`config.mk`:
```
export PLATFORM = sky130hd
export DESIGN_NAME = light_level_sequencer
export DESIGN_NICKNAME = d
export VERILOG_FILES = /design/src/rtl/light_pkg.sv /design/src/rtl/light_tick_timer.sv /design/src/rtl/light_level_sequencer.sv
export SDC_FILE = /design/constraint.sdc
export NUM_CORES = 1
export LEC_CHECK = 0
export CAP_MARGIN = 30
export CELL_PAD_IN_SITES_DETAIL_PLACEMENT = 0
export CELL_PAD_IN_SITES_GLOBAL_PLACEMENT = 1
export CORE_MARGIN = 2
export CORE_UTILIZATION = 47
export DETAILED_ROUTE_END_ITERATION = 8
export PLACE_DENSITY_LB_ADDON = 0.1
export SLEW_MARGIN = 20
export SYNTH_ARGS = -nofsm -noshare
export SYNTH_HDL_FRONTEND = slang
export SYNTH_SLANG_ARGS = --single-unit
export TNS_END_PERCENT = 30
```
`constraint.sdc`:
```
create_clock -name i_clk -period 5.35 [get_ports i_clk]
set_clock_uncertainty 0.1 [all_clocks]
set_input_delay 1.07 -clock i_clk [delete_from_list [all_inputs] [get_ports i_clk]]
set_output_delay 1.07 -clock i_clk [all_outputs]
set_load 0.03 [all_outputs]
```
`src/rtl/light_pkg.sv`:
```
// Shared types and constants for the light level sequencer.
package light_pkg;
  localparam int LEVEL_W       = 3;
  localparam int MAX_LEVEL_DEF = 4;

  typedef enum logic [1:0] {
    ST_OFF,
    ST_STEADY,
    ST_RAMP,
    ST_FADE
  } light_state_e;

  // RAMP and FADE are the two states in which the level is still moving.
  function automatic logic is_moving(light_state_e s);
    return (s == ST_RAMP) || (s == ST_FADE);
  endfunction
endpackage

```
`src/rtl/light_tick_timer.sv`:
```
// Free-running tick counter with synchronous clear; o_tc flags the last
// count of each TICKS-long period while enabled.
module light_tick_timer #(
  parameter int TICKS = 4
)(
  input  logic i_clk,
  input  logic i_reset,
  input  logic i_clr,
  input  logic i_en,
  output logic o_tc
);
  localparam int CW = (TICKS > 1) ? $clog2(TICKS) : 1;
  localparam logic [CW-1:0] LAST = CW'(TICKS - 1);

  logic [CW-1:0] r_cnt;
  logic          w_last;

  assign w_last = (r_cnt == LAST);
  assign o_tc   = i_en & w_last;

  // Count while enabled, wrap after the last tick; clear wins over enable.
  always_ff @(posedge i_clk) begin
    if (!i_reset)    r_cnt <= '0;
    else if (i_clr)  r_cnt <= '0;
    else if (i_en)   r_cnt <= w_last ? '0 : r_cnt + 1'b1;
  end
endmodule

```
`src/rtl/light_level_sequencer.sv`:
```
// Brightness sequencer: buttons move a target level, the output level
// walks one step per STEP_TICKS toward it, and an idle timer fades the
// light out after IDLE_TICKS of inactivity in a steady state.
module light_level_sequencer
  import light_pkg::*;
#(
  parameter int STEP_TICKS = 5_000_000,
  parameter int IDLE_TICKS = 1_000_000_000,
  parameter int MAX_LEVEL  = MAX_LEVEL_DEF
)(
  input  logic               i_clk,
  input  logic               i_reset,
  input  logic [2:0]         i_button,
  input  logic               i_auto_off_en,
  output logic [LEVEL_W-1:0] o_lightState,
  output logic [LEVEL_W-1:0] o_target,
  output logic               o_busy,
  output logic               o_timeout
);
  localparam logic [LEVEL_W-1:0] LMAX = LEVEL_W'(MAX_LEVEL);

  light_state_e       r_state, w_state_n;
  logic [LEVEL_W-1:0] r_lvl, r_tgt, w_lvl_n, w_tgt_n;
  logic w_up, w_dn, w_off, w_any;
  logic w_step_tc, w_step_clr;
  logic w_idle_tc, w_idle_en, w_idle_clr;
  logic w_timeout;

  // off beats everything; up together with down cancels out
  assign w_off = i_button[2];
  assign w_up  = i_button[0] & ~i_button[1] & ~i_button[2];
  assign w_dn  = i_button[1] & ~i_button[0] & ~i_button[2];
  assign w_any = |i_button;

  // Step period only runs while the level is heading somewhere; holding it
  // cleared in OFF/STEADY makes the first step land STEP_TICKS after entry.
  assign w_step_clr = ~is_moving(w_state_n);

  light_tick_timer #(.TICKS(STEP_TICKS)) u_step_timer (
    .i_clk   (i_clk),
    .i_reset (i_reset),
    .i_clr   (w_step_clr),
    .i_en    (1'b1),
    .o_tc    (w_step_tc)
  );

  assign w_idle_en  = (r_state == ST_STEADY) & i_auto_off_en;
  assign w_idle_clr = w_any | ~w_idle_en;

  light_tick_timer #(.TICKS(IDLE_TICKS)) u_idle_timer (
    .i_clk   (i_clk),
    .i_reset (i_reset),
    .i_clr   (w_idle_clr),
    .i_en    (w_idle_en),
    .o_tc    (w_idle_tc)
  );

  // Next target/level/state from buttons, idle expiry and step ticks.
  always_comb begin
    w_state_n = r_state;
    w_tgt_n   = r_tgt;
    w_lvl_n   = r_lvl;
    w_timeout = 1'b0;
    case (r_state)
      ST_OFF: begin
        if (w_up) begin
          w_tgt_n   = (LMAX != '0) ? LEVEL_W'(1) : '0;
          w_state_n = ST_RAMP;
        end
      end
      ST_STEADY: begin
        if (w_off) begin
          w_tgt_n   = '0;
          w_state_n = ST_FADE;
        end else if (w_up) begin
          if (r_tgt != LMAX) begin
            w_tgt_n   = r_tgt + 1'b1;
            w_state_n = ST_RAMP;
          end
        end else if (w_dn) begin
          w_tgt_n   = r_tgt - 1'b1;
          w_state_n = ST_RAMP;
        end else if (w_idle_tc && !w_any) begin
          w_tgt_n   = '0;
          w_state_n = ST_FADE;
          w_timeout = 1'b1;
        end
      end
      ST_RAMP: begin
        if (w_off) begin
          w_tgt_n   = '0;
          w_state_n = ST_FADE;
        end else if (w_up) begin
          if (r_tgt != LMAX) w_tgt_n = r_tgt + 1'b1;
        end else if (w_dn) begin
          if (r_tgt != '0) w_tgt_n = r_tgt - 1'b1;
        end
      end
      ST_FADE: begin
        // up during a fade restarts from just above the current level
        if (w_up) begin
          w_tgt_n   = (r_lvl >= LMAX) ? LMAX : r_lvl + 1'b1;
          w_state_n = ST_RAMP;
        end
      end
      default: w_state_n = ST_OFF;
    endcase

    if (is_moving(r_state) && w_step_tc) begin
      if (r_lvl < w_tgt_n)      w_lvl_n = r_lvl + 1'b1;
      else if (r_lvl > w_tgt_n) w_lvl_n = r_lvl - 1'b1;
    end

    // settle as soon as the level meets the target
    if (is_moving(w_state_n) && (w_lvl_n == w_tgt_n))
      w_state_n = (w_tgt_n == '0) ? ST_OFF : ST_STEADY;
  end

  // State, level and target registers; reset drops straight to dark.
  always_ff @(posedge i_clk) begin
    if (!i_reset) begin
      r_state <= ST_OFF;
      r_lvl   <= '0;
      r_tgt   <= '0;
    end else begin
      r_state <= w_state_n;
      r_lvl   <= w_lvl_n;
      r_tgt   <= w_tgt_n;
    end
  end

  assign o_lightState = r_lvl;
  assign o_target     = r_tgt;
  assign o_busy       = (r_lvl != r_tgt);
  assign o_timeout    = w_timeout & i_reset;
endmodule

```
==> Implementation_results.wiki, run 1 <==
{| class="wikitable"
! Metric !! Value
|-
| Flops & latches, synth || 61
|-
| DR DRC count || 0
|-
| CTS Root Buffer Type || sky130_fd_sc_hd__clkbuf_8
|-
| Count of different cell masters after synthesis || 58
|-
| Hold Buf Count CTS || 0
|-
| Starting DRC count in detailed routing || 115
|-
| Worst r2r src || o_lightState[0]$_SDFF_PN0_
|-
| Async set or reset register ratio after synthesis || 0%
|-
| TritonCTS clock tree || built
|-
| Cell area after layout || 4126 um^2
|-
| Aggregate routed wire length || 7968 um
|-
| Critical path data required time || 5.51 ns
|-
| Vias per std cell || 5.502
|-
| Number of antenna violations at the first check in global routing || 0
|-
| Fraction of layout cells with a size suffix above 1 || 11.83%
|-
| Max Root-Sink Buffers || 2
|-
| Critical R2R Capture || u_step_timer.r_cnt[1]$_SDFF_PP0_
|-
| Die area || 8400 um^2
|-
| Final setup viols || 0
|-
| Measured slew at the worst slew-check pin || 0.7444 ns
|-
| Sum of internal, switching and leakage power || 1201 uW
|-
| Highest clock frequency the design can meet || 199.8 MHz
|-
| Instance area at placement || 3961 um^2
|-
| Synth top area share || 33.82%
|-
| Global-route wire length before repair || 13,900 um
|-
| Weighted congestion at the end of routability-driven global placement || 0.8979
|-
| Arr. time, crit path || 5.17 ns
|-
| H-tree Lvls || 3
|-
| Number of setup buffers added after CTS || 0
|-
| Worst Setup Start Kind || input port
|-
| Starting Density || 49.26%
|-
| Number of flops mapped to enable cells by yosys || 0
|-
| Mean Syn Cell Area || 8.359 um^2
|-
| DIE HEIGHT || 91.65 um
|-
| Primary FF master, synth || sky130_fd_sc_hd__dfxtp_1
|-
| Top post-synthesis cells by count || sky130_fd_sc_hd__dfxtp_1 (61), sky130_fd_sc_hd__nor2_1 (53), sky130_fd_sc_hd__nand2_1 (36)
|-
| Unrepaired setup endpoints after global routing || false
|-
| Worst hold path endpoint || u_step_timer.r_cnt[0]$_SDFF_PP0_
|-
| Num CTS Buffers || 9
|-
| Utilization after layout || 56.29%
|-
| Number of vias after detailed routing || 3,103
|-
| Synthesized Nets || 454
|-
| Largest fanout on the critical path || 8
|-
| Worst Hold Path Cells || 1
|-
| Number of warnings issued by yosys || 0
|-
| Final count of hold timing violations || 0
|-
| Number of cells on the worst reg-to-reg path || 18
|-
| Post-CTS clock slew at the launch and capture registers of the worst setup and hold paths || 0.07 ns
|-
| Diodes inserted || 0
|-
| Most area-hungry cell type in the Yosys netlist || sky130_fd_sc_hd__dfxtp_1
|-
| Cell leakage power || 0.001374 uW
|-
| Count of maximum capacitance violations || 0
|-
| Timing startpoint of the critical path || i_button[1]
|-
| Multi-input gate area in the final layout || 2241 um^2
|-
| Period Utilization, post-route || 93.55%
|-
| Die width || 91.65 um
|-
| Length of the first detailed-routing pass in iterations || 5
|-
| Run status || finished, final reports clean
|-
| Peak supply drop || 0.2289 mV
|-
| Number of instances in the synthesized netlist || 432
|-
| Number of nets at the end of the flow || 482
|-
| Area used by sequential logic in the layout || 1221 um^2
|-
| Part of the Yosys area used for sequential elements || 33.82%
|-
| Type of the setup path with the least slack || in -> reg
|-
| Worst-case headroom to the max-slew limit || 50.38%
|-
| Beginning of the worst hold path || u_step_timer.r_cnt[0]$_SDFF_PP0_
|-
| Most frequently used cell type in the post-synthesis netlist || sky130_fd_sc_hd__dfxtp_1
|-
| Via count of the first global-routing pass || 2,961
|-
| Clock net sink count || 61
|-
| Number of port buffers || 13
|-
| Min Tclk post-route || 5.005 ns
|-
| Layout filler cell count || 682
|-
| Aggregate global routing overflow || 0
|-
| I/O pin cnt || 14
|-
| CORE AREA || 7331 um^2
|-
| Largest cells by area after synthesis || sky130_fd_sc_hd__dfxtp_1 (34%), sky130_fd_sc_hd__xor2_1 (7.3%), sky130_fd_sc_hd__ha_1 (5.5%)
|-
| Global-route usage over all layers || 20.52%
|-
| Worst setup slack for register-to-register paths || 0.98 ns
|-
| Source-to-sink clock delay at the later pin of the worst-skew pair || 0.34 ns
|-
| Power density cells || 291.0 nW/um^2
|-
| Max Transition Viols Final || 0
|-
| Number of rows created at floorplan || 31
|-
| Wire length per cell after detailed routing || 14.13 um
|-
| Cell Area, Synth || 3611 um^2
|-
| Pin count of the biggest net entering global routing || 23
|-
| Number of gates given a new drive strength after cts || 0
|-
| Worst Setup End Kind || register
|-
| Type of the worst min-delay path || reg -> reg
|-
| Antenna-violating nets left || 0
|-
| Placed wire-length estimate || 5842 um
|-
| Area overhead of the layout relative to synthesis || 14.28%
|}
metrics by stage:
stage          cells  TNS (ns)  hold WS, ns  setup WS [ns]
5_1_grt          564         0       0.4140        0.01837
2_1_floorplan    432         0       0.3498         0.7512
3_3_place_gp     547         0       0.3786         0.1159
6_report         564         0       0.3952         0.3453
3_5_place_dp     548  -0.02358       0.3872       -0.02358
4_1_cts          564         0       0.4009         0.3209
cells by family (layout without fill, tap and decap cells):
logic type      count (synthesis)  in the layout  synth area share, %
simple gates                  214            214                32.88
flops                          61             61                33.82
mux                             1              1               0.3118
xor+xnor                       52             52                12.82
fa+ha+maj                      16             16                5.544
buf+inv                        33             66                4.296
compound gates                 55             55                10.33
cell usage in the layout (no fill, tap or decap), types with 8 or more instances in the layout:
cell type / synthesis / layout
sky130_fd_sc_hd__nand2_1: 36 / 36
sky130_fd_sc_hd__nor3_1: 13 / 13
sky130_fd_sc_hd__dfxtp_1: 61 / 61
sky130_fd_sc_hd__xnor2_1: 21 / 21
sky130_fd_sc_hd__clkbuf_8: 0 / 9
sky130_fd_sc_hd__nand4_1: 14 / 14
sky130_fd_sc_hd__inv_1: 18 / 18
sky130_fd_sc_hd__ha_1: 16 / 16
sky130_fd_sc_hd__o21ai_0: 18 / 18
sky130_fd_sc_hd__xor2_1: 30 / 30
sky130_fd_sc_hd__nor2_1: 53 / 53
sky130_fd_sc_hd__clkdlybuf4s50_1: 0 / 13
sky130_fd_sc_hd__a21oi_1: 15 / 15
sky130_fd_sc_hd__nor3_2: 8 / 8
sky130_fd_sc_hd__buf_4: 2 / 14
sky130_fd_sc_hd__nand3_1: 27 / 27
final cells by class:
| class | instances | area share (%) |
|---|---|---|
| inverters | 19 | 1.728 |
| clock buffers | 11 | 3.184 |
| flip-flops and latches | 61 | 29.59 |
| multi-input cells | 338 | 54.31 |
| clock inverters | 5 | 0.6671 |
| well taps | 99 | 3.002 |
| repair buffers | 31 | 7.520 |
state kept, by name, summed over array words and instances (netlist names):
name,cells
u_step_timer.r_cnt,23
o_lightState,3
o_target,3
r_state,2
u_idle_timer.r_cnt,30
worst max-delay path by stage:
stage	endpoint	slack, ns	depth (start not counted)
final	u_step_timer.r_cnt[1]$_SDFF_PP0_	0.35	17
after global routing	u_step_timer.r_cnt[1]$_SDFF_PP0_	0.02	17
after CTS	u_step_timer.r_cnt[1]$_SDFF_PP0_	0.32	16
after detailed placement	u_step_timer.r_cnt[1]$_SDFF_PP0_	-0.02	16
after global placement	u_step_timer.r_cnt[1]$_SDFF_PP0_	0.12	16
after floorplan	u_step_timer.r_cnt[11]$_SDFF_PP0_	0.75	16
metal layers:
metal	global-route usage, %	vias up	wire length, um
li1	-	1577	-
met1	28.00	1474	4033
met2	32.17	40	3584
met3	4.108	12	225
met4	7.449	0	124
met5	0	-	0
critical path, cell delays in order:
cell and delay [ns]:
sky130_fd_sc_hd__clkdlybuf4s50_1 0.64, sky130_fd_sc_hd__nor3b_1 0.30, sky130_fd_sc_hd__a31oi_1 0.14, sky130_fd_sc_hd__o221a_1 0.13
sky130_fd_sc_hd__or4_4 0.43, sky130_fd_sc_hd__o211ai_4 0.20, sky130_fd_sc_hd__ha_1 0.28, sky130_fd_sc_hd__nor2b_1 0.14
sky130_fd_sc_hd__o21ai_0 0.21, sky130_fd_sc_hd__buf_4 0.17, sky130_fd_sc_hd__or3b_2 0.45, sky130_fd_sc_hd__o2111ai_1 0.10
sky130_fd_sc_hd__a32oi_2 0.09, sky130_fd_sc_hd__xnor2_1 0.20, sky130_fd_sc_hd__a31o_4 0.28, sky130_fd_sc_hd__buf_12 0.14
sky130_fd_sc_hd__nor3b_1 0.17
power breakdown:
part           internal, uW  switching [uW]
Clock                   165             181
Sequential              464            17.2
Combinational           178             195
Note: power is estimated with default switching activity, not from simulation.
==> run 2: changes to the inputs <==
SYNTH_HIERARCHICAL = 1   (was default)
==> run 2 against run 1 <==
Net effect: global-route usage down 0.34 points; critical path type unchanged; highest routed layer unchanged; register-to-register slack worse by 0.02 ns; die area up 5.1%; non-clock buffer count unchanged.
==> Implementation_results.wiki, run 2 <==
{| class="wikitable"
! Metric !! Value
|-
| Number of instances in the synthesized netlist || 457 (+5.8%)
|-
| TritonCTS clock tree || built
|-
| Type of the setup path with the least slack || in -> reg
|-
| Instance area at placement || 4153 um^2 (+4.8%)
|-
| Post-CTS clock slew at the launch and capture registers of the worst setup and hold paths || 0.07 ns (about the same)
|-
| Top delay family on crit path || simple AND/OR/NAND/NOR gates
|-
| Slowest cell on crit path || sky130_fd_sc_hd__or4b_4
|-
| Cells traversed along the worst timing path || clkdlybuf4s50_1, and2_1, and3_1, nand3_1, nor2_1, or4b_4, a21oi_2, a21oi_2, a31oi_4, ha_1, and3b_1, or3b_1, a21oi_1, xnor2_1, xnor2_1, nand3_1, nand2b_1, and2b_1, o41ai_4, buf_12, a21oi_1
|-
| Count of maximum capacitance violations || 0 (unchanged)
|-
| Most common cell after layout, fill and taps aside || sky130_fd_sc_hd__dfxtp_1
|-
| Flops & latches, synth || 61 (unchanged)
|-
| Source-to-sink clock delay at the later pin of the worst-skew pair || 0.34 ns (about the same)
|-
| Cell leakage power || 0.001401 uW (+2.0%)
|-
| Via count of the first global-routing pass || 3,079 (+4.0%)
|-
| Part of the Yosys area used for sequential elements || 32.09% (-1.7 points)
|-
| Number of port buffers || 13 (unchanged)
|-
| Final setup viols || 0 (unchanged)
|-
| Number of flops mapped to enable cells by yosys || 0 (unchanged)
|-
| Count of different cell masters after synthesis || 66 (+14%)
|-
| Number of cells on the worst reg-to-reg path || 22 (+4)
|-
| Worst Setup Start Kind || input port
|-
| Final count of hold timing violations || 0 (unchanged)
|-
| Aggregate routed wire length || 8418 um (+5.6%)
|-
| Register name with the most flops || u_idle_timer/r_cnt
|-
| Run status || finished, final reports clean
|-
| Async set or reset register ratio after synthesis || 0% (unchanged)
|-
| H-tree Lvls || 3 (unchanged)
|-
| Cell Area, Synth || 3805 um^2 (+5.4%)
|-
| Number of setup buffers added after CTS || 0 (unchanged)
|-
| Sum of internal, switching and leakage power || 1233 uW (+2.7%)
|-
| Starting DRC count in detailed routing || 142 (+23%)
|-
| Placed wire-length estimate || 6145 um (+5.2%)
|-
| Global-route usage over all layers || 20.18% (-0.34 points)
|-
| Min Tclk post-route || 4.956 ns (-0.04878 ns)
|-
| Power density cells || 284.2 nW/um^2 (-2.3%)
|-
| Arr. time, crit path || 5.07 ns (-0.10 ns)
|-
| Peak per-stage delay on the critical path || 0.48 ns (-0.16 ns)
|-
| Primary FF master, synth || sky130_fd_sc_hd__dfxtp_1
|-
| Number of warnings issued by yosys || 6 (+6)
|-
| Type of the worst min-delay path || reg -> reg
|-
| Aggregate global routing overflow || 0 (unchanged)
|-
| Weighted congestion at the end of routability-driven global placement || 0.8420 (-6.2%)
|-
| Number of rows created at floorplan || 32 (+3.2%)
|-
| DIE HEIGHT || 93.98 um (+2.5%)
|-
| Measured slew at the worst slew-check pin || 0.6144 ns (-0.1300 ns)
|-
| Largest register FFs || 30 (unchanged)
|-
| Most area-hungry cell type in the Yosys netlist || sky130_fd_sc_hd__dfxtp_1
|-
| Starting Density || 48.99% (-0.27 points)
|-
| Die width || 93.98 um (+2.5%)
|-
| Area overhead of the layout relative to synthesis || 14.01%
|-
| Layout filler cell count || 770 (+13%)
|-
| I/O pin cnt || 14 (unchanged)
|-
| Diodes inserted || 0 (unchanged)
|-
| Largest fanout on the critical path || 14 (+6)
|-
| Critical path data required time || 5.47 ns (-0.04 ns)
|-
| Global-route wire length before repair || 14,330 um (+3.1%)
|-
| Length of the first detailed-routing pass in iterations || 7 (+2)
|-
| Internal Dissipation || 827.3 uW (+2.5%)
|-
| Beginning of the worst hold path || u_idle_timer/r_cnt[29]$_SDFFE_PP0P_
|-
| Highest clock frequency the design can meet || 201.8 MHz (+0.98%)
|-
| Unrepaired setup endpoints after global routing || false
|-
| Proportion of total power due to net switching || 32.90% (+0.081 points)
|-
| Sequential fraction of design power || 39.1% (-1.0 points)
|-
| Worst path depth || 21 (+4)
|-
| Post-layout worst setup margin || 0.3941 ns (+0.04878 ns)
|-
| Worst slack after detailed placement || 0.05550 ns (+0.07908 ns)
|-
| Largest cells by area after synthesis || sky130_fd_sc_hd__dfxtp_1 (32%), sky130_fd_sc_hd__xnor2_1 (5.8%), sky130_fd_sc_hd__nor2_1 (5.0%)
|-
| Worst Hold Path Cells || 2 (+1)
|-
| Number of nets at the end of the flow || 511 (+6.0%)
|-
| Wire length per cell after detailed routing || 14.10 um (-0.19%)
|-
| Vias per std cell || 5.566 (+1.2%)
|-
| Mean Syn Cell Area || 8.326 um^2 (-0.39%)
|-
| Fraction of power consumed by the clock network || 31.0% (+2.2 points)
|-
| Timing startpoint of the critical path || i_auto_off_en
|-
| CTS Root Buffer Type || sky130_fd_sc_hd__clkbuf_8
|-
| Clock net sink count || 61 (unchanged)
|-
| Buffer and inverter count on the worst path || 2 (-1)
|-
| Hold Buf Count CTS || 0 (unchanged)
|-
| Number of vias after detailed routing || 3,323 (+7.1%)
|-
| Cell area after layout || 4338 um^2 (+5.1%)
|-
| Fraction of layout cells with a size suffix above 1 || 12.53% (+0.70 points)
|-
| Peak supply drop || 0.1580 mV (-31%)
|-
| Die area || 8831 um^2 (+5.1%)
|-
| DR DRC count || 0 (unchanged)
|-
| Number of antenna violations at the first check in global routing || 0 (unchanged)
|-
| Setup_tns || 0 ns (unchanged)
|-
| Highest-count cells in the layout ignoring fill and taps || sky130_fd_sc_hd__dfxtp_1 (61), sky130_fd_sc_hd__nor2_1 (51), sky130_fd_sc_hd__nand2_1 (31)
|-
| Logic pwr share || 29.9% (-1.2 points)
|-
| Switching power || 405.5 uW (+2.9%)
|-
| CORE AREA || 7767 um^2 (+6.0%)
|-
| Worst r2r src || r_state[1]$_SDFF_PN0_
|-
| Largest registers || u_idle_timer/r_cnt x30, u_step_timer/r_cnt x23
|-
| Synth top area share || 32.09% (-1.7 points)
|-
| Antenna-violating nets left || 0 (unchanged)
|-
| Number of gates given a new drive strength after cts || 0 (unchanged)
|-
| Max Root-Sink Buffers || 2 (unchanged)
|-
| Pin count of the biggest net entering global routing || 24 (+4.3%)
|-
| Num CTS Buffers || 9 (unchanged)
|-
| Top post-synthesis cells by count || sky130_fd_sc_hd__dfxtp_1 (61), sky130_fd_sc_hd__nor2_1 (51), sky130_fd_sc_hd__nand2_1 (31)
|-
| Worst Setup End Kind || register
|-
| Worst hold slack || 0.3946 ns (-0.0006300 ns)
|-
| Max Transition Viols Final || 0 (unchanged)
|-
| Worst-case headroom to the max-slew limit || 58.66% (+8.3 points)
|-
| Period Utilization, post-route || 92.63% (-0.91 points)
|-
| Most frequently used cell type in the post-synthesis netlist || sky130_fd_sc_hd__dfxtp_1
|}
-- run 2: cell types whose count changed after synthesis, sizes merged, moves of 5 or more --
cell,delta
and2,+5
or3,+7
xor2,-11
nand4,+7
o21ai,+6
nand3,-8
nor3,-11
a21oi,+10
nand2,-5
-- run 2: power groups by stage --
stage	Combinational, uW	Sequential [uW]	Clock, uW
4_1_cts	367	483	397
2_1_floorplan	256	495	0
5_1_grt	405	485	412
3_5_place_dp	364	494	0
6_report	369	482	382
3_3_place_gp	362	493	0
-- run 2: path summary, 6_finish.rpt --
kind,slack [ns],to
setup / recovery,0.39,u_step_timer/r_cnt[18]$_SDFFE_PP0P_
hold / removal,0.39,u_idle_timer/r_cnt[29]$_SDFFE_PP0P_
setup reg to reg,0.96,u_step_timer/r_cnt[18]$_SDFFE_PP0P_
hold reg to reg,0.39,u_idle_timer/r_cnt[29]$_SDFFE_PP0P_
-- run 2: stage by stage --
step | util (%) | instances
2_1_floorplan | - | 463
3_3_place_gp | 53.46 | 581
3_5_place_dp | 53.46 | 581
4_1_cts | 55.85 | 597
5_1_grt | 55.85 | 597
6_report | 55.85 | 597
-- run 2: per-layer routing --
metal	share of wire (%)	track usage [%]	vias up
li1	-	-	1697
met2	47	32.62	57
met4	0.93	6.643	0
met5	0	0	-
met1	49	27.32	1562
met3	3.2	3.451	7
-- run 2: cells by family after synthesis --
kind of cell | after synthesis | share of synthesized area [%]
AOI/OAI and AO/OA | 76 | 13.48
muxes | 4 | 1.052
DFF | 61 | 32.09
and+or+nand+nor | 223 | 33.34
adders and majority gates | 15 | 4.933
other | 1 | 0.09856
xor gates and xnor gates | 45 | 10.56
buffers and inverters | 32 | 4.439
-- run 2: final cells by class --
| cell class | count | area [um^2] | share of cell area [%] |
|---|---|---|---|
| clock buffers | 11 | 151.4 | 3.490 |
| clock inverters | 5 | 33.78 | 0.7788 |
| inverters | 17 | 63.81 | 1.471 |
| multi-input cells | 370 | 2437 | 56.19 |
| flip-flops and latches | 61 | 1221 | 28.15 |
| well taps | 102 | 127.6 | 2.942 |
| repair buffers | 31 | 302.8 | 6.980 |
-- run 2: worst register-to-register path, cell delays in order, from the launching register on --
cell	delay, ns
sky130_fd_sc_hd__dfxtp_1	0.36
sky130_fd_sc_hd__inv_1	0.09
sky130_fd_sc_hd__ha_1	0.16
sky130_fd_sc_hd__and2_1	0.15
sky130_fd_sc_hd__and3_1	0.17
sky130_fd_sc_hd__nand3_1	0.10
sky130_fd_sc_hd__nor2_1	0.14
sky130_fd_sc_hd__or4b_4	0.48
sky130_fd_sc_hd__a21oi_2	0.16
sky130_fd_sc_hd__a21oi_2	0.06
sky130_fd_sc_hd__a31oi_4	0.18
sky130_fd_sc_hd__ha_1	0.28
sky130_fd_sc_hd__and3b_1	0.19
sky130_fd_sc_hd__or3b_1	0.38
sky130_fd_sc_hd__a21oi_1	0.16
sky130_fd_sc_hd__xnor2_1	0.18
sky130_fd_sc_hd__xnor2_1	0.17
sky130_fd_sc_hd__nand3_1	0.12
sky130_fd_sc_hd__nand2b_1	0.08
sky130_fd_sc_hd__and2b_1	0.20
sky130_fd_sc_hd__o41ai_4	0.09
sky130_fd_sc_hd__buf_12	0.20
sky130_fd_sc_hd__a21oi_1	0.06
